## config.mk

```make
export PLATFORM = sky130hd
export DESIGN_NAME = aes32_state_ctrl_flat
export DESIGN_NICKNAME = d
export VERILOG_FILES = /design/src/rtl/aes32_state_ctrl_if.sv /design/src/rtl/aes32_state_ctrl.sv /design/src/flat_wrapper.sv
export SDC_FILE = /design/constraint.sdc
export NUM_CORES = 1
export LEC_CHECK = 0
export BUFFER_PORTS_ARGS = -buffer_cell sky130_fd_sc_hd__buf_2
export CAP_MARGIN = 10
export CORE_MARGIN = 5
export CORE_UTILIZATION = 49
export CTS_CLUSTER_SIZE = 25
export DETAILED_ROUTE_END_ITERATION = 10
export PLACE_DENSITY = 0.74
export REMOVE_ABC_BUFFERS = 1
export SLEW_MARGIN = 20
export SYNTH_ARGS = -nofsm -noshare
export SYNTH_HDL_FRONTEND = slang
export SYNTH_SLANG_ARGS = --single-unit
export TNS_END_PERCENT = 50
```

## constraint.sdc

```tcl
create_clock -name clk -period 2.8 [get_ports clk]
set_clock_uncertainty 0.2 [all_clocks]
set_input_delay 0.56 -clock clk [delete_from_list [all_inputs] [get_ports clk]]
set_output_delay 0.56 -clock clk [all_outputs]
set_load 0.01 [all_outputs]
```

## src/rtl/aes32_state_ctrl_if.sv

```systemverilog
// Handshake, key/randomness availability and datapath control bundle for aes32_state_ctrl.
// With SMAESH_CTRL_ABORT_EN defined the bundle also carries the abort request.
interface aes32_state_ctrl_if;
`ifdef SMAESH_CTRL_ABORT_EN
  logic abort;
`endif
  logic in_valid;
  logic in_inverse;
  logic in_ready;
  logic out_valid;
  logic out_ready;
  logic rk_valid;
  logic rk_next;
  logic rnd_valid;
  logic sbox_en;
  logic sbox_valid_in;
  logic enable;
  logic init;
  logic en_MC;
  logic en_loop;
  logic en_loop_r0;
  logic en_SB_inverse;
  logic bypass_MC_inverse;
  logic en_toSB_inverse;

  modport master (
`ifdef SMAESH_CTRL_ABORT_EN
    output abort,
`endif
    output in_valid, in_inverse, out_ready, rk_valid, rnd_valid,
    input  in_ready, out_valid, rk_next, sbox_en, sbox_valid_in, enable, init,
    input  en_MC, en_loop, en_loop_r0, en_SB_inverse, bypass_MC_inverse, en_toSB_inverse
  );

  modport slave (
`ifdef SMAESH_CTRL_ABORT_EN
    input  abort,
`endif
    input  in_valid, in_inverse, out_ready, rk_valid, rnd_valid,
    output in_ready, out_valid, rk_next, sbox_en, sbox_valid_in, enable, init,
    output en_MC, en_loop, en_loop_r0, en_SB_inverse, bypass_MC_inverse, en_toSB_inverse
  );
endinterface

```

## src/rtl/aes32_state_ctrl.sv

```systemverilog
// Sequencing controller for the 32-bit serial masked AES state datapath.
// Optional macro SMAESH_CTRL_ABORT_EN adds an abort input that returns the controller to IDLE.
module aes32_state_ctrl #(
  parameter int unsigned SBOX_LAT = 4,
  parameter int unsigned NR       = 10
) (
  input logic               clk,
  input logic               rst_n,
  aes32_state_ctrl_if.slave bus
);

  localparam int unsigned CYC_W = $clog2(SBOX_LAT + 4);
  localparam int unsigned RND_W = $clog2(NR);
  localparam logic [CYC_W-1:0] FEED_END = CYC_W'(4);
  localparam logic [CYC_W-1:0] WB_START = CYC_W'(SBOX_LAT);
  localparam logic [CYC_W-1:0] RND_END  = CYC_W'(SBOX_LAT + 3);
  localparam logic [CYC_W-1:0] FIN_END  = CYC_W'(3);
  localparam logic [RND_W-1:0] LAST_RND = RND_W'(NR - 1);

  typedef enum logic [1:0] {ST_IDLE, ST_ROUND, ST_FINAL, ST_DONE} state_e;

  state_e           state_q, state_d;
  logic [CYC_W-1:0] cyc_q, cyc_d;
  logic [RND_W-1:0] round_q, round_d;
  logic             inverse_q, inverse_d;
`ifdef SMAESH_CTRL_ABORT_EN
  logic             rewind_q, rewind_d;
`endif

  logic feed_c, wb_c, stall_c;
  logic in_ready_c, out_valid_c, rk_next_c, sbox_en_c, sbox_valid_in_c;
  logic enable_c, init_c, en_mc_c, en_loop_c, en_loop_r0_c;
  logic en_sb_inv_c, bypass_mc_inv_c, en_tosb_inv_c;

  always_ff @(posedge clk or negedge rst_n) begin
    if (!rst_n) begin
      state_q   <= ST_IDLE;
      cyc_q     <= '0;
      round_q   <= '0;
      inverse_q <= 1'b0;
`ifdef SMAESH_CTRL_ABORT_EN
      rewind_q  <= 1'b0;
`endif
    end else begin
      state_q   <= state_d;
      cyc_q     <= cyc_d;
      round_q   <= round_d;
      inverse_q <= inverse_d;
`ifdef SMAESH_CTRL_ABORT_EN
      rewind_q  <= rewind_d;
`endif
    end
  end

  // Routing selects follow state/cyc/round only, so they hold naturally while stalled.
  always_comb begin
    state_d         = state_q;
    cyc_d           = cyc_q;
    round_d         = round_q;
    inverse_d       = inverse_q;
    in_ready_c      = 1'b0;
    out_valid_c     = 1'b0;
    rk_next_c       = 1'b0;
    sbox_en_c       = 1'b0;
    sbox_valid_in_c = 1'b0;
    enable_c        = 1'b0;
    init_c          = 1'b0;
    en_mc_c         = 1'b0;
    en_loop_c       = 1'b0;
    en_loop_r0_c    = 1'b0;
    en_sb_inv_c     = 1'b0;
    bypass_mc_inv_c = 1'b0;
    en_tosb_inv_c   = 1'b0;
`ifdef SMAESH_CTRL_ABORT_EN
    rewind_d        = 1'b0;
`endif
    feed_c  = (state_q == ST_ROUND) && (cyc_q < FEED_END);
    wb_c    = (state_q == ST_ROUND) && (cyc_q >= WB_START);
    stall_c = ((feed_c || (state_q == ST_FINAL)) && !bus.rk_valid) ||
              ((state_q == ST_ROUND) && !bus.rnd_valid);

    case (state_q)
      ST_IDLE: begin
        in_ready_c = 1'b1;
`ifdef SMAESH_CTRL_ABORT_EN
        rk_next_c  = rewind_q;
`endif
        if (bus.in_valid) begin
          init_c    = 1'b1;
          enable_c  = 1'b1;
          inverse_d = bus.in_inverse;
          round_d   = '0;
          cyc_d     = '0;
          state_d   = ST_ROUND;
        end
      end
      ST_ROUND: begin
        en_mc_c         = !inverse_q && (round_q != LAST_RND);
        en_tosb_inv_c   = inverse_q;
        en_sb_inv_c     = inverse_q && wb_c;
        en_loop_c       = inverse_q && feed_c;
        bypass_mc_inv_c = inverse_q && (round_q == '0);
        if (!stall_c) begin
          sbox_en_c       = 1'b1;
          sbox_valid_in_c = feed_c;
          enable_c        = feed_c || wb_c;
          if (cyc_q == RND_END) begin
            rk_next_c = 1'b1;
            cyc_d     = '0;
            if (round_q == LAST_RND) state_d = ST_FINAL;
            else                     round_d = round_q + RND_W'(1);
          end else begin
            cyc_d = cyc_q + CYC_W'(1);
          end
        end
      end
      ST_FINAL: begin
        en_loop_r0_c = 1'b1;
        if (!stall_c) begin
          sbox_en_c = 1'b1;
          enable_c  = 1'b1;
          if (cyc_q == FIN_END) begin
            rk_next_c = 1'b1;
            cyc_d     = '0;
            state_d   = ST_DONE;
          end else begin
            cyc_d = cyc_q + CYC_W'(1);
          end
        end
      end
      ST_DONE: begin
        out_valid_c = 1'b1;
        if (bus.out_ready) state_d = ST_IDLE;
      end
      default: state_d = ST_IDLE;
    endcase

`ifdef SMAESH_CTRL_ABORT_EN
    // Abort drops the operation; the rewind pulse is emitted from IDLE next cycle.
    if (bus.abort && (state_q != ST_IDLE)) begin
      state_d         = ST_IDLE;
      cyc_d           = '0;
      round_d         = '0;
      inverse_d       = 1'b0;
      rewind_d        = 1'b1;
      out_valid_c     = 1'b0;
      rk_next_c       = 1'b0;
      sbox_en_c       = 1'b0;
      sbox_valid_in_c = 1'b0;
      enable_c        = 1'b0;
      en_mc_c         = 1'b0;
      en_loop_c       = 1'b0;
      en_loop_r0_c    = 1'b0;
      en_sb_inv_c     = 1'b0;
      bypass_mc_inv_c = 1'b0;
      en_tosb_inv_c   = 1'b0;
    end
`endif
  end

  assign bus.in_ready          = in_ready_c;
  assign bus.out_valid         = out_valid_c;
  assign bus.rk_next           = rk_next_c;
  assign bus.sbox_en           = sbox_en_c;
  assign bus.sbox_valid_in     = sbox_valid_in_c;
  assign bus.enable            = enable_c;
  assign bus.init              = init_c;
  assign bus.en_MC             = en_mc_c;
  assign bus.en_loop           = en_loop_c;
  assign bus.en_loop_r0        = en_loop_r0_c;
  assign bus.en_SB_inverse     = en_sb_inv_c;
  assign bus.bypass_MC_inverse = bypass_mc_inv_c;
  assign bus.en_toSB_inverse   = en_tosb_inv_c;

endmodule

```

## src/flat_wrapper.sv

```systemverilog
// flat-port wrapper written by rule: the top's interface ports become plain ports
module aes32_state_ctrl_flat 
#(
  parameter int unsigned SBOX_LAT = 4,
  parameter int unsigned NR       = 10
)
  (clk, rst_n, bus_in_valid, bus_in_inverse, bus_out_ready, bus_rk_valid, bus_rnd_valid, bus_in_ready, bus_out_valid, bus_rk_next, bus_sbox_en, bus_sbox_valid_in, bus_enable, bus_init, bus_en_MC, bus_en_loop, bus_en_loop_r0, bus_en_SB_inverse, bus_bypass_MC_inverse, bus_en_toSB_inverse);
  aes32_state_ctrl_if bus_i ();
  input logic clk;
  input logic rst_n;
  input wire logic [$bits(bus_i.in_valid)-1:0] bus_in_valid;
  input wire logic [$bits(bus_i.in_inverse)-1:0] bus_in_inverse;
  input wire logic [$bits(bus_i.out_ready)-1:0] bus_out_ready;
  input wire logic [$bits(bus_i.rk_valid)-1:0] bus_rk_valid;
  input wire logic [$bits(bus_i.rnd_valid)-1:0] bus_rnd_valid;
  output wire logic [$bits(bus_i.in_ready)-1:0] bus_in_ready;
  output wire logic [$bits(bus_i.out_valid)-1:0] bus_out_valid;
  output wire logic [$bits(bus_i.rk_next)-1:0] bus_rk_next;
  output wire logic [$bits(bus_i.sbox_en)-1:0] bus_sbox_en;
  output wire logic [$bits(bus_i.sbox_valid_in)-1:0] bus_sbox_valid_in;
  output wire logic [$bits(bus_i.enable)-1:0] bus_enable;
  output wire logic [$bits(bus_i.init)-1:0] bus_init;
  output wire logic [$bits(bus_i.en_MC)-1:0] bus_en_MC;
  output wire logic [$bits(bus_i.en_loop)-1:0] bus_en_loop;
  output wire logic [$bits(bus_i.en_loop_r0)-1:0] bus_en_loop_r0;
  output wire logic [$bits(bus_i.en_SB_inverse)-1:0] bus_en_SB_inverse;
  output wire logic [$bits(bus_i.bypass_MC_inverse)-1:0] bus_bypass_MC_inverse;
  output wire logic [$bits(bus_i.en_toSB_inverse)-1:0] bus_en_toSB_inverse;
  assign bus_i.in_valid = bus_in_valid;
  assign bus_i.in_inverse = bus_in_inverse;
  assign bus_i.out_ready = bus_out_ready;
  assign bus_i.rk_valid = bus_rk_valid;
  assign bus_i.rnd_valid = bus_rnd_valid;
  assign bus_in_ready = bus_i.in_ready;
  assign bus_out_valid = bus_i.out_valid;
  assign bus_rk_next = bus_i.rk_next;
  assign bus_sbox_en = bus_i.sbox_en;
  assign bus_sbox_valid_in = bus_i.sbox_valid_in;
  assign bus_enable = bus_i.enable;
  assign bus_init = bus_i.init;
  assign bus_en_MC = bus_i.en_MC;
  assign bus_en_loop = bus_i.en_loop;
  assign bus_en_loop_r0 = bus_i.en_loop_r0;
  assign bus_en_SB_inverse = bus_i.en_SB_inverse;
  assign bus_bypass_MC_inverse = bus_i.bypass_MC_inverse;
  assign bus_en_toSB_inverse = bus_i.en_toSB_inverse;
  aes32_state_ctrl #(.SBOX_LAT(SBOX_LAT), .NR(NR)) u_core (.clk(clk), .rst_n(rst_n), .bus(bus_i));
endmodule
```

# Word level (Yosys, flattened, before mapping)
# Cells that the tools add are included.
dict set report totals {
  reg_bits 10
  latchBits 0
  mem_bits_rw 0
  rom_bits 0
  input_bits 7
  output_inout_bits 13
  wordCells 86
  memories 0
}
dict set report op_classes {
  n_addsub 2
  mul 0
  div 0
  magnitude_cmp 2
  n_eq_ne 15
  shifts 0
  mux 40
  bitwise 0
  n_reduce_logical 23
}
# operator count
set op_table {}
lappend op_table {{2-to-1 mux 1 bit} 19}
lappend op_table {{2-to-1 mux 4 bit} 4}
lappend op_table {{inequality test 2 bit (second input constant)} 8}
lappend op_table {{2-to-1 mux 3 bit} 5}
lappend op_table {{2-to-1 mux 2 bit} 7}
lappend op_table {{case mux 3 bit (3 select lines)} 1}
lappend op_table {{logical AND 1 bit} 8}
lappend op_table {{case mux 2 bit (4 select lines)} 1}
lappend op_table {{case mux 4 bit (2 select lines)} 1}
lappend op_table {{AND reduction 7 bit} 1}
lappend op_table {{AND reduction 5 bit} 1}
lappend op_table {{adder 4 x 1 -> 4 bit (second input constant)} 1}
lappend op_table {{equality test 2 bit (second input constant)} 2}
lappend op_table {{equality test 4 bit (second input constant)} 1}
lappend op_table {{zero test 4 bit} 1}
lappend op_table {{inequality test 4 bit (second input constant)} 1}
lappend op_table {{AND reduction 4 bit} 1}
lappend op_table {{adder 3 x 1 -> 3 bit (second input constant)} 1}
lappend op_table {{equality test 3 x 2 -> 1 bit (second input constant)} 1}
lappend op_table {{equality test 3 bit (second input constant)} 1}
lappend op_table {{greater-or-equal comparator 3 bit (second input constant)} 1}
lappend op_table {{zero test 1 bit} 3}
lappend op_table {{logical OR 1 bit} 3}
lappend op_table {{less-than comparator 3 bit (second input constant)} 1}
lappend op_table {{8 further kinds} 8}

# Logic depth before layout (Yosys ltp)
dict set report logic_depth {
  ltp_word 7
  mapped_depth 7
  ltp_nobuf 7
}

# Worst setup path after synthesis
# No wires, ideal clock.
dict set report synth_timing {
  path_kind {register -> output}
  start {reg u_core.state_q[0]}
  end {out bus_rk_next}
  t_arrival_ps 1696
  t_required_ps 2040
  slack_ps 344
  path_stages_with_launch 7
  path_buffers 1
  cell_sequence {dfrtp_1 > inv_1 > ha_1 > buf_2 > a221oi_4 > and2_1 > nor2b_1}
}
dict set report synth_via {
  elab_chain_len 7
}
# item line_no
set synth_rtl {}
lappend synth_rtl {{start: declaration} aes32_state_ctrl.sv:22} ;# state_e state_q, state_d;
lappend synth_rtl {{start signal: assignment} aes32_state_ctrl.sv:45} ;# state_q <= state_d;
lappend synth_rtl {{equality test 2 x 1 -> 1 bit} {aes32_state_ctrl.sv:77, aes32_state_ctrl.sv:80, aes32_state_ctrl.sv:82}}
lappend synth_rtl {{logical AND 1 bit} aes32_state_ctrl.sv:77} ;# feed_c = (state_q == ST_ROUND) && (cyc_q < FEED_END);
lappend synth_rtl {{logical OR 1 bit} aes32_state_ctrl.sv:79} ;# stall_c = ((feed_c || (state_q == ST_FINAL)) && !bus.rk_valid) ||
lappend synth_rtl {{logical AND 1 bit} aes32_state_ctrl.sv:79}
lappend synth_rtl {{logical OR 1 bit} aes32_state_ctrl.sv:79}
lappend synth_rtl {{2-to-1 mux 1 bit (on tied branches)} {aes32_state_ctrl.sv:119, aes32_state_ctrl.sv:103}}
lappend synth_rtl {{case mux 1 bit (2 select lines) (*)} aes32_state_ctrl.sv:82} ;# case (state_q)
lappend synth_rtl {{end: declaration} flat_wrapper.sv:18} ;# output wire logic [$bits(bus_i.rk_next)-1:0] bus_rk_next;
# Mark *: on every way between the ends. The rest lies on a longest branch, timed or not.

# Final worst setup path
dict set report layout_timing {
  start {reg u_core.state_q[1]}
  end {out bus_rk_next}
}
# Same word-level chain as after synthesis.

==> reports/metrics.yaml <==
sta:
  grt_setup_unrepaired: "no"
  fmaxAchievable_ghz: 0.376
  hold_viol: 0
  relSlewSlack_pct: 78.0
  setup_tns_ps: 0
  worstMarginPinSlew_ps: 330
  whs_ps: 311
  final_max_slew_viol_count: 0
  period_share_pct: 94.9
  setup_viol: 0
  period_needed_ps: 2660
clock_network:
  cts_resized: 0
  clk_latency_ps: 270
  htreeDepth: 1
  cts_root_buf: "clkbuf_4"
  path_clk_slew_ps: 60
  cts_tree: "yes"
  cts_buffers: 3
  clkSinkCount: 10
  max-clock-path-buffers: 2
synth:
  yosysMostFrequentCell: "inv_1"
  synth_edf_count: 0
  yosys_register_bits: 10
  synth_flop_cell: "dfrtp_1"
  synthTopCellsByCount: "16 x inv_1, 12 x ha_1, 10 x dfrtp_1"
  ys_warn_count: 0
  synth.area.top_cells: "dfrtp_1 30%, ha_1 18%, inv_1 7.1%, mux2i_1 5.9%, a221oi_4 3.1%"
  post_synth_inst_count: 89
  avgSynthCellArea_um2: 9.49
  synth_top_area_share_pct: 29.6
  synth.distinct_cells: 31
  yosysTopAreaCell: "dfrtp_1"
  async_flop_share_pct: 100
  syn_area_um2: 845
  ys_seq_area_share_pct: 29.6
final_layout:
  n_antenna_cell: 0
  area_growth_pct: 19.6
  drive_gt1_share_pct: 30.7
  nets: 135
  num-fill-cells: 163
routing:
  drtIter0Drc: 23
  ant_nets: 0
  avgViaCountPerCell: 5.44
  wl_per_cell_um: 13.7
  remaining_drc_errors: 0
  dr.pass1.iters: 4
  dr_total_vias: 712
  drt-total-wl_um: 1790
floorplanning:
  initial_core_util_pct: 50.0
  die_w_um: 51.5
  boundaryPins: 20
  fp.coreArea_um2: 1690
  dieArea_um2: 2650
  dieHeight_um: 51.5
  rows: 15
global_routing:
  antenna_found_initial: 0
  grt_pass1_vias: 670
  grt_first_pass_wirelength_um: 2960
  groute.usage.overall_pct: 14.9
  grt_max_degree: 11
  grt_overflow: 0
setup_path:
  critical_path.slowest_cell: "dfrtp_1"
  worstSetupStartpointType: "register"
  critPathKind: "register to primary output"
  cp_cell_sequence: "inv_1 > ha_1 > nor3b_2 > a221oi_4 > and2_1 > nor2b_1 > buf_2"
  path_max_fanout: 5
  worstPathRequired_ps: 2040
  critPathLaunch: "u_core.state_q[1]"
  r2r_setup_slack_ps: 550
  max_stage_delay_ps: 390
  endpoint_kind: "primary output"
  r2r-start: "u_core.state_q[1]"
  critPathArrivalTime_ps: 1900
power_and_ir_drop:
  switching_power_w: 0.000491
  seqPwrFrac_pct: 24.0
  leakagePower_nw: 0.539
  pwr-share-comb_pct: 66.9
  p_int_w: 0.000605
  power.total_w: 0.00110
  clock_power_share_pct: 9.2
  power.density_nw_per_um2: 1090
  p_sw_share_pct: 44.8
  ir_drop_uv: 465
worst_hold_path:
  min-delay-start: "bus_in_inverse"
  hp-class: "primary input to register"
outcome:
  status: "completed"
placed_design:
  dp_hpwl_um: 1420
  port_buffers: 19
  place.gp.congestion: 0.761
flow_run:
  cap_viol_max_count: 0
==> power by group through the flow <==
stage	Sequential, W	Combinational [W]	Clock [W]
after floorplan	0.000248	0.000501	0
after global placement	0.000259	0.000690	0
after detailed placement	0.000265	0.000703	0
after CTS	0.000262	0.000712	0.0000989
after global routing	0.000272	0.000810	0.000106
final	0.000263	0.000733	0.000101
==> critical path: cells and delay by family (launching register included) <==
kind	cells	cell delay, ps
fa+ha+maj	1	250
compound gates	1	270
simple gates	3	480
flops	1	390
buf+inv	2	220
==> cells by family (layout without fill, tap and decap cells) <==
family / after synthesis / count (layout) / share of synthesized area [%]
and+or+nand+nor: 27 / 27 / 18.7
buffers and inverters: 19 / 44 / 9.63
AOI/OAI and AO/OA: 13 / 13 / 13.9
adders and majority gates: 12 / 12 / 17.8
DFF: 10 / 10 / 29.6
muxes: 8 / 8 / 10.4
==> routing by layer <==
metal	vias up	track usage (%)	routed length, um
li1	359	-	-
met1	322	20.7	848
met2	26	22.0	757
met3	5	3.44	154
met4	0	6.55	28
met5	-	0	0
==> through the flow <==
step | area, um2 | setup slack, ps | instances | util [%]
3_3_place_gp | 962 | 408 | 125 | 57.0
2_1_floorplan | 823 | 298 | 86 | -
6_report | 1010 | 144 | 131 | 59.8
5_1_grt | 1010 | 21.9 | 131 | 59.8
4_1_cts | 995 | 53.6 | 129 | 58.9
3_5_place_dp | 962 | 355 | 125 | 57.0
==> worst paths after layout <==
kind / cells after the start / end
max: 7 / bus_rk_next
min: 2 / u_core.inverse_q
max reg2reg: 7 / u_core.cyc_q[0]
min reg2reg: 2 / u_core.cyc_q[1]
max in group asynchronous: 2 / u_core.cyc_q[1]
min in group asynchronous: 2 / u_core.round_q[2]
==> state kept, by name (all words and copies together), names as in the netlist <==
register          cells
u_core.round_q        4
u_core.cyc_q          3
u_core.inverse_q      1
u_core.state_q        2
==> layout by cell type (no fill, tap or decap), drive strengths merged, types with 2 or more instances in the layout <==
cell / netlist / routed
ha: 12 / 12
nand2: 7 / 7
and3: 4 / 4
clkbuf: 0 / 3
nand2b: 3 / 3
nor3b: 2 / 2
inv: 16 / 16
mux2: 3 / 3
nor2: 3 / 3
buf: 3 / 24
nand3: 3 / 3
o21ai: 2 / 2
mux2i: 5 / 5
a22oi: 2 / 2
dfrtp: 10 / 10
==> area by class of cell <==
cell class	count	area, um2	share of cell area [%]
clock buffers	3	22.5	2.23
repair buffers	25	143	14.1
multi-input cells	60	513	50.8
inverters	16	60.1	5.95
well taps	17	21.3	2.11
flip-flops and latches	10	250	24.8
==> repair_timing <==
item / 4_1_cts / 5_1_grt
setup buffers: 0 / 2
endpoints found under the setup margin: 0 / 2
hold buffers: 1 / 0
hold endpoints to repair: 10 / 0
(Power assumes the default switching activity.)
